`src/rtl/proc_multicycle.sv`:
```
// Multi-cycle 8-opcode processor core with N/Z/C flags and conditional branches,
// fetching from and storing to one synchronous-read unified memory.
module proc_multicycle #(
    parameter int unsigned W        = 16,
    parameter int unsigned ADDR_W   = 8,
    parameter int unsigned RESET_PC = 0
) (
    input  logic              Clock,
    input  logic              Resetn,
    input  logic              Run,
    input  logic [W-1:0]      mem_rdata,
    output logic [ADDR_W-1:0] mem_addr,
    output logic [W-1:0]      mem_wdata,
    output logic              mem_we,
    output logic              Done,
    output logic [2:0]        flags
);

    localparam logic [W-1:0] ResetPc = W'(RESET_PC);

    localparam logic [2:0] OpMv  = 3'b000;
    localparam logic [2:0] OpMvt = 3'b001;
    localparam logic [2:0] OpAdd = 3'b010;
    localparam logic [2:0] OpSub = 3'b011;
    localparam logic [2:0] OpLd  = 3'b100;
    localparam logic [2:0] OpSt  = 3'b101;
    localparam logic [2:0] OpAnd = 3'b110;
    localparam logic [2:0] OpB   = 3'b111;

    typedef enum logic [1:0] {StFetch, StDecode, StEx1, StEx2} state_e;

    state_e       state_q, state_d;
    // Entry 7 is the PC, so reads of r7 naturally see the incremented value.
    logic [W-1:0] regs_q [8];
    logic [W-1:0] regs_d [8];
    logic [W-1:0] ir_q, ir_d;
    logic [W-1:0] g_q, g_d;
    logic [2:0]   flags_q, flags_d;

    logic [2:0]   op, rx, ry;
    logic         imm_sel;
    logic [W-1:0] imm, operand, rx_val, mvt_val;
    logic [W-1:0] alu_res;
    logic         alu_c;
    logic [W:0]   sum;
    logic         take;

    assign op      = ir_q[W-1:W-3];
    assign imm_sel = ir_q[W-4];
    assign rx      = ir_q[W-5:W-7];
    assign ry      = ir_q[2:0];
    assign imm     = {{7{ir_q[W-8]}}, ir_q[W-8:0]};
    assign operand = imm_sel ? imm : regs_q[ry];
    assign rx_val  = regs_q[rx];
    assign mvt_val = {ir_q[7:0], {(W-8){1'b0}}};
    assign flags   = flags_q;

    always_comb begin
        alu_res = '0;
        alu_c   = 1'b0;
        sum     = {1'b0, rx_val} + {1'b0, operand};
        case (op)
            OpAdd: begin
                alu_res = sum[W-1:0];
                alu_c   = sum[W];
            end
            OpSub: begin
                alu_res = rx_val - operand;
                alu_c   = (rx_val >= operand);
            end
            OpAnd:   alu_res = rx_val & operand;
            default: ;
        endcase
    end

    // Branch condition is selected by the rX field, evaluated on {N,Z,C}.
    always_comb begin
        case (rx)
            3'd0:    take = 1'b1;
            3'd1:    take = flags_q[1];
            3'd2:    take = ~flags_q[1];
            3'd3:    take = ~flags_q[0];
            3'd4:    take = flags_q[0];
            3'd5:    take = ~flags_q[2];
            3'd6:    take = flags_q[2];
            default: take = 1'b0;
        endcase
    end

    always_comb begin
        state_d   = state_q;
        regs_d    = regs_q;
        ir_d      = ir_q;
        g_d       = g_q;
        flags_d   = flags_q;
        mem_addr  = regs_q[7][ADDR_W-1:0];
        mem_wdata = '0;
        mem_we    = 1'b0;
        Done      = 1'b0;
        unique case (state_q)
            StFetch: begin
                if (Run) begin
                    regs_d[7] = regs_q[7] + W'(1);
                    state_d   = StDecode;
                end
            end
            StDecode: begin
                ir_d    = mem_rdata;
                state_d = StEx1;
            end
            StEx1: begin
                unique case (op)
                    OpMv: begin
                        regs_d[rx] = operand;
                        Done       = 1'b1;
                        state_d    = StFetch;
                    end
                    OpMvt: begin
                        regs_d[rx] = mvt_val;
                        Done       = 1'b1;
                        state_d    = StFetch;
                    end
                    OpAdd, OpSub, OpAnd: begin
                        g_d     = alu_res;
                        flags_d = {alu_res[W-1], alu_res == '0, alu_c};
                        state_d = StEx2;
                    end
                    OpLd: begin
                        mem_addr = regs_q[ry][ADDR_W-1:0];
                        state_d  = StEx2;
                    end
                    OpSt: begin
                        mem_addr  = regs_q[ry][ADDR_W-1:0];
                        mem_wdata = rx_val;
                        mem_we    = 1'b1;
                        Done      = 1'b1;
                        state_d   = StFetch;
                    end
                    OpB: begin
                        if (take) begin
                            regs_d[7] = regs_q[7] + imm;
                        end
                        Done    = 1'b1;
                        state_d = StFetch;
                    end
                endcase
            end
            StEx2: begin
                regs_d[rx] = (op == OpLd) ? mem_rdata : g_q;
                Done       = 1'b1;
                state_d    = StFetch;
            end
            default: state_d = StFetch;
        endcase
    end

    always_ff @(posedge Clock or negedge Resetn) begin
        if (!Resetn) begin
            state_q <= StFetch;
            for (int i = 0; i < 7; i++) begin
                regs_q[i] <= '0;
            end
            regs_q[7] <= ResetPc;
            ir_q      <= '0;
            g_q       <= '0;
            flags_q   <= '0;
        end else begin
            state_q <= state_d;
            regs_q  <= regs_d;
            ir_q    <= ir_d;
            g_q     <= g_d;
            flags_q <= flags_d;
        end
    end

endmodule
```
`config.mk`:
```
export PLATFORM = sky130hd
export DESIGN_NAME = proc_multicycle
export DESIGN_NICKNAME = d
export VERILOG_FILES = /design/src/rtl/proc_multicycle.sv
export SDC_FILE = /design/constraint.sdc
export NUM_CORES = 1
export LEC_CHECK = 0
export ABC_AREA = 1
export BUFFER_PORTS_ARGS = -buffer_cell sky130_fd_sc_hd__buf_2
export CORE_MARGIN = 3
export CORE_UTILIZATION = 57
export DETAILED_ROUTE_END_ITERATION = 10
export PLACE_DENSITY_LB_ADDON = 0.12
export SYNTH_ARGS = -nofsm -noshare
export SYNTH_HDL_FRONTEND = slang
export SYNTH_SLANG_ARGS = --single-unit
export TNS_END_PERCENT = 20
```
`constraint.sdc`:
```
create_clock -name Clock -period 6.15 [get_ports Clock]
set_input_delay 0.3075 -clock Clock [delete_from_list [all_inputs] [get_ports Clock]]
set_output_delay 0.3075 -clock Clock [all_outputs]
set_load 0.02 [all_outputs]
```
==> results of run 1 <==
==> worst max path at each step <==
stage	startpoint	to	cells after the start
after floorplan	ir_q[0]	flags[1]	26
after global placement	ir_q[1]	flags[1]	22
after detailed placement	ir_q[1]	flags[1]	25
after CTS	ir_q[1]	flags[1]	25
after global routing	ir_q[1]	flags[1]	25
final	ir_q[1]	flags[1]	25
==> cells in the mapped netlist (4+ instances only) <==
master,count
xor2_1,4
ha_1,49
nor3_1,14
inv_1,183
a31oi_1,8
a211oi_1,14
nand2_1,419
o21ai_0,245
clkbuf_1,55
nor2_2,5
nand4_1,7
a21oi_1,154
buf_2,23
a22oi_1,37
nor2_1,156
nor2_4,4
buf_1,9
o22ai_2,4
nand3_2,4
dfrtp_1,164
inv_2,26
buf_4,8
nand3_1,116
o221ai_1,19
o21ai_1,52
o22ai_1,22
o211ai_1,10
mux2i_1,5
==> state kept, by name, summed over array words and instances (netlist names) <==
register and flops:
regs_q 128, ir_q 16, flags 2, state_q 2, g_q 16
==> through the flow <==
| stage | setup slack (ns) | hold WS (ns) |
|---|---|---|
| final | 1.53 | 0.117 |
| after global routing | 1.24 | 0.116 |
| after CTS | 1.64 | 0.101 |
| after floorplan | 2.69 | 0.0119 |
| after detailed placement | 1.67 | 0.446 |
| after global placement | 1.77 | 0.439 |
==> metal layers <==
metal / share of wire (%) / vias to the layer above / track usage, %
met5: 0 / - / 0
met4: 4.8 / 0 / 16.4
met3: 14 / 170 / 10.3
met2: 42 / 1077 / 59.3
met1: 39 / 6371 / 56.7
li1: - / 6314 / -
==> final cells by class <==
| cell class | instances | area [um2] |
|---|---|---|
| Clock buffer | 17 | 425 |
| Sequential cell | 164 | 4110 |
| Multi-Input combinational cell | 1398 | 7250 |
| Clock inverter | 15 | 224 |
| Inverter | 212 | 798 |
| Tap cell | 275 | 344 |
| Timing Repair Buffer | 69 | 409 |
| Fill cell | 1986 | 7800 |
==> cell families after synthesis <==
logic type | after synthesis | synth area share, %
simple gates | 744 | 24.8
compound gates | 590 | 26.5
buf+inv | 309 | 9.82
flops | 164 | 32.6
fa+ha+maj | 52 | 5.35
xor+xnor | 6 | 0.418
mux | 6 | 0.487
==> key figures, run 1 <==
Status
  – Status: complete, no violations

Cells and area
  – Layout cells sized above 1: between 8 and 9%
  – Most frequent cells in the layout: nand2_1, o21ai_0, inv_1
  – Area Overhead vs Synth: 7.70%
  – Leading cell type in the layout, fill and taps excluded: nand2_1
  – Final instance area: 13600 um2
  – Layout net count: 1933
  – Antenna cells: 0
  – Layout Cells excl Fill: 2150
  – Final core utilization: 63.5%

Worst setup path
  – Data required, critical path: about 6.5 ns
  – CP max-delay cell: inv_2
  – Worst path max stage delay: between 0.6 and 0.7 ns
  – Crit path kind: reg -> reg
  – R2r setup slk: around 1.5 ns
  – R2R Path Start: ir_q[1]
  – Cell family with the largest share of critical-path delay: simple AND/OR/NAND/NOR gates
  – Number of buffers and inverters on the critical path: 3
  – Critical-path maximum fanout: 38
  – Startpoint types: flop
  – Worst Reg-to-Reg Cells: 25
  – Data arrival, critical path: ~5 ns
  – CP Capture Type: flop
  – FF-to-FF End: flags[1]

Logic synthesis
  – Gate count of the mapped netlist: 1871
  – Top cells by area, synth: dfrtp_1, nand2_1, o21ai_0, a21oi_1, inv_1
  – Synth Flop Type: dfrtp_1
  – Flops & latches, synth: 164
  – Mapped Area: ~13000 um2
  – Netlist cell types: 61
  – Syn_nets: approximately 1900
  – Seq/Total Area, Yosys: 32.6%
  – Largest area contributor in the netlist: dfrtp_1
  – EDFF count, synth: 0
  – Yosys top cell area share: 32.6%
  – YS warnings: 0
  – Async set or reset register ratio after synthesis: 100%
  – Post-Syn Area per Cell: roughly 6.7 um2

Placed design
  – Placed cell area: 12900 um2
  – Routability cong.: 1.09
  – Hpwl dp: 35.9 mm
  – Port bufs: 47
  – Dpl cells: 2117

Clock network
  – Root buffer cell: clkbuf_16
  – # resized after CTS: 0
  – CTS Sinks: 164
  – Worst-skew pair later-pin latency: 0.45 ns
  – Clock Pin Slew Worst Setup and Hold Paths: 0.08 ns
  – CTS buffer count: 17
  – CTS tree: yes
  – CTS max path bufs: 2
  – CTS H-tree lvls: 4
  – Cts hold-fix bufs: 1
  – Postcts setup bufs: 0

Timing
  – Final slew viol count: 0
  – Clk_skew: 0.0209 ns
  – Worst-margin pin slew: about 1.3 ns
  – Final period util: 75.2%
  – Worst slew margin: 9.69%
  – Final hold violations: 0
  – Tmin final: 4.62 ns
  – RSZ-0062 raised after global routing: no
  – Fmax achieved: 216 MHz
  – Setup_tns: 0 ns
  – Setup violators final: 0

Hold path
  – Hold path startpoint: mem_rdata[8]
  – Hold Path Cell Cnt: 2
  – Worst min-delay path category: in -> reg
  – Min-Delay Endpoint: ir_q[8]

Detailed routing
  – DRC errors left: 0
  – Drt initial violations: between 2000 and 2500
  – Via count: 13900
  – Wire length per cell: 22.7 um
  – Antenna-violating nets left: 0
  – Routed vias/inst: roughly 6.5
  – Drt pass-1 iters: 6
  – Final WL: 48.8 mm

Die
  – Die area: approximately 24000 um2
  – Core Footprint: 21400 um2
  – Placement Rows: between 50 and 60
  – IO Pins: 48
  – Starting Density: about three fifths
  – Die height: 155 um
  – Die W: 155 um

Global routing
  – Largest net degree at the start of global routing: 88
  – Vias in the first global route: 12600
  – Initial antenna violation count: 0
  – First-pass GRT wire length: 74.6 mm
  – GRT Resource Usage Total: 40.2%
  – Total grt overflow: 0

Job
  – Maxcap violations: 0
Power of run 1 is left out: the tool's default activity adds up to more than one toggle a clock period on the data nets, which glitch-free logic cannot reach.
==> inputs of run 2 (changes only) <==
- ABC_AREA: 1 -> 0
- clock period: 6.15 -> 3.95 ns (I/O delays scaled with it)
==> run 2 against run 1 <==
The run now ends with negative setup slack left; worst setup slack worse by 2.3 ns; die area is 0.54% higher; non-clock buffer count is 249 higher; design area is 18% higher; synthesized area is 0.57% higher; flip-flop and latch count stayed put; core utilization is 11 points higher; routed wire length is 5.4% lower; register-to-register slack worse by 2.3 ns; count of clock-buffer cells in the layout is 1 higher; via count is 10% lower; critical endpoint unchanged; largest cell class unchanged; highest routed layer is now met5.
==> key figures, run 2 <==
Detailed routing
  – Wire length per cell: 24.8 um (+9.5%)
  – Drt initial violations: 1511 (-31%)
  – Final WL: 46.1 mm (-5.4%)
  – Drt pass-1 iters: 8 (+2)
  – Antenna-violating nets left: 0 (unchanged)
  – Via count: 12500 (-10%)
  – DRC errors left: 0 (unchanged)
  – Routed vias/inst: 6.72 (+3.7%)

Worst setup path
  – Cell family with the largest share of critical-path delay: simple AND/OR/NAND/NOR gates
  – R2R Path Start: ir_q[0]
  – Worst Reg-to-Reg Cells: 17 (-32%)
  – Data arrival, critical path: 5.09 ns (+0.09 ns)
  – CP max-delay cell: mux4_2
  – Critical-path maximum fanout: 7 (-82%)
  – CP Capture Type: flop
  – Number of buffers and inverters on the critical path: 3 (unchanged)
  – Crit path kind: reg -> reg
  – Startpoint types: flop
  – R2r setup slk: -0.79 ns (-2.31 ns)
  – Data required, critical path: 4.31 ns (-2.22 ns)
  – FF-to-FF End: flags[1]
  – Crit path cell chain: buf_6 -> buf_12 -> mux4_2 -> mux2_4 -> mux2i_2 -> inv_1 -> ha_4 -> o21ba_1 -> nor2_1 -> or3_1 -> o211ai_1 -> nand2_1 -> a221o_1 -> a22o_1 -> or4_1 -> or4_4 -> o21ai_1
  – Worst path max stage delay: 0.53 ns (-0.08 ns)

Cells and area
  – Layout net count: 1640 (-15%)
  – Final core utilization: 74.5% (+11 points)
  – Final instance area: 16000 um2 (+18%)
  – Max reg flops: 128 (unchanged)
  – Top flop regs: regs_q: 128 flops, g_q: 16 flops, ir_q: 16 flops
  – Layout cells sized above 1: 37.7% (+29 points)
  – Largest Register: regs_q
  – Area Overhead vs Synth: 26.1%
  – Leading cell type in the layout, fill and taps excluded: buf_4
  – Most frequent cells in the layout: buf_4, dfrtp_1, nand2_1

Global routing
  – First-pass GRT wire length: 71.4 mm (-4.2%)
  – Largest net degree at the start of global routing: 97 (+10%)
  – Total grt overflow: 0 (unchanged)
  – Vias in the first global route: 12000 (-4.1%)
  – GRT Resource Usage Total: 38.7% (-1.6 points)
  – Initial antenna violation count: 2 (+2)

Status
  – Status: finished, violations left
  – Failing checks: negative setup slack

Placed design
  – Placed cell area: 14900 um2 (+15%)
  – Port bufs: 47 (unchanged)
  – Hpwl dp: 34.7 mm (-3.5%)
  – Routability cong.: 1.04 (-4.0%)

Timing
  – Worst slew margin: 28.5% (+19 points)
  – Final hold slack: 0.0182 ns (-0.0986 ns)
  – Clk_skew: 0.0228 ns (+0.00189 ns)
  – Worst-margin pin slew: 1.07 ns (-0.251 ns)
  – Tmin final: 4.74 ns (+0.115 ns)
  – Setup violators final: 8 (+8)
  – Final period util: 120% (+45 points)
  – Final hold violations: 0 (unchanged)
  – Final slew viol count: 0 (unchanged)
  – Final worst setup slack: -0.787 ns (-2.31 ns)
  – RSZ-0062 raised after global routing: yes
  – Fmax achieved: 211 MHz (-2.4%)

Clock network
  – CTS tree: yes
  – Clock Pin Slew Worst Setup and Hold Paths: 0.07 ns (about the same)
  – CTS buffer count: 17 (unchanged)
  – CTS H-tree lvls: 4 (unchanged)
  – Worst-skew pair later-pin latency: 0.44 ns (about the same)
  – CTS max path bufs: 2 (unchanged)
  – Root buffer cell: clkbuf_16
  – CTS Sinks: 164 (unchanged)

Logic synthesis
  – Simple-gate share of the synthesized area: 13.7% (-11 points)
  – Syn_nets: 1413 (-27%)
  – Yosys top cell area share: 32.4% (-0.18 points)
  – Compound-Gate Fraction of Synth Area: 18.0% (-8.5 points)
  – Largest area contributor in the netlist: dfrtp_1
  – Netlist cell types: 78 (+28%)
  – Top-count cell post-synth: dfrtp_1
  – YS warnings: 0 (unchanged)
  – Async set or reset register ratio after synthesis: 100% (unchanged)
  – Flops & latches, synth: 164 (unchanged)
  – Synth top cells by count: dfrtp_1, nand2_1, o21ai_0
  – Post-Synth XOR/XNOR Area: 1.17% (+0.75 points)
  – Gate count of the mapped netlist: 1342 (-28%)
  – Top cells by area, synth: dfrtp_1, mux4_2, mux2_2, ha_1, o21ai_0
  – EDFF count, synth: 0 (unchanged)
  – Largest family of logic cells by synthesized area: multiplexers
  – Seq/Total Area, Yosys: 32.4% (-0.18 points)
  – Mapped Area: 12700 um2 (+0.57%)
  – Post-Syn Area per Cell: 9.43 um2 (+40%)
  – Post-synthesis mux area share: 24.5% (+24 points)
  – Adder-cell share of the synthesized area: 5.32% (-0.030 points)
  – Synth Flop Type: dfrtp_1

Die
  – IO Pins: 48 (unchanged)
  – Die W: 155 um (+0.27%)
  – Placement Rows: 53 (unchanged)
  – Die height: 155 um (+0.27%)
  – Core Footprint: 21400 um2 (+0.31%)
  – Die area: 24000 um2 (+0.54%)
  – Starting Density: 59.1% (+0.15 points)

Hold path
  – Hold path startpoint: mem_rdata[10]
  – Hold Path Cell Cnt: 3 (+1)
  – Min-Delay Endpoint: ir_q[10]
  – Worst min-delay path category: in -> reg

Job
  – Maxcap violations: 0 (unchanged)
[run 2: routing by layer]
layer	vias up	track usage (%)	part of all wire, %
met5	-	0	0.033
met4	2	15.2	4.6
met3	159	10.4	11
met2	750	58.7	45
met1	6100	53.3	40
li1	5467	-	-
[run 2: cell type report]
class,instances,area [um2]
Antenna cell,1,2.50
Inverter,44,165
Sequential cell,164,4110
Clock inverter,13,138
Timing Repair Buffer,318,2420
Fill cell,1557,5460
Tap cell,275,344
Multi-Input combinational cell,1024,8340
Clock buffer,18,439
[run 2: kinds of logic after synthesis]
logic type	Yosys count
compound gates	364
mux	216
simple gates	376
buf+inv	154
xor+xnor	16
fa+ha+maj	52
flops	164
[run 2: repair_timing]
item	4_1_cts	5_1_grt
hold buffers	1	0
hold endpoints to repair	95	0
setup endpoints to repair	7	10
pin swaps	9	18
setup buffers	11	10
resized for setup	32	45
[run 2: worst reg2reg max path: stages, from the launching register on]
cell and delay [ns]:
dfrtp_2 0.44, buf_6 0.13, buf_12 0.12, mux4_2 0.53, mux2_4 0.31, mux2i_2 0.22, inv_1 0.12, ha_4 0.29
o21ba_1 0.13, nor2_1 0.06, or3_1 0.33, o211ai_1 0.25, nand2_1 0.13, a221o_1 0.34, a22o_1 0.21, or4_1 0.52
or4_4 0.43, o21ai_1 0.12
[run 2: through the flow]
step	setup WS [ns]	cells	setup TNS (ns)
floorplan	-0.662	1342	-0.689
global placement	-0.678	1804	-1.73
detailed placement	-0.742	1804	-2.00
CTS	-0.677	1847	-1.30
global route	-0.898	1857	-3.40
finish	-0.787	1857	-2.17
[run 2: worst max path at each step]
| stage | start | endpoint | cells after the start |
|---|---|---|---|
| after floorplan | ir_q[0] | flags[1] | 18 |
| after detailed placement | ir_q[0] | flags[1] | 15 |
| after CTS | ir_q[0] | flags[1] | 16 |
| after global placement | ir_q[0] | flags[1] | 15 |
| final | ir_q[0] | flags[1] | 17 |
| after global routing | ir_q[0] | flags[1] | 17 |
Power of run 2 is left out for the same reason.
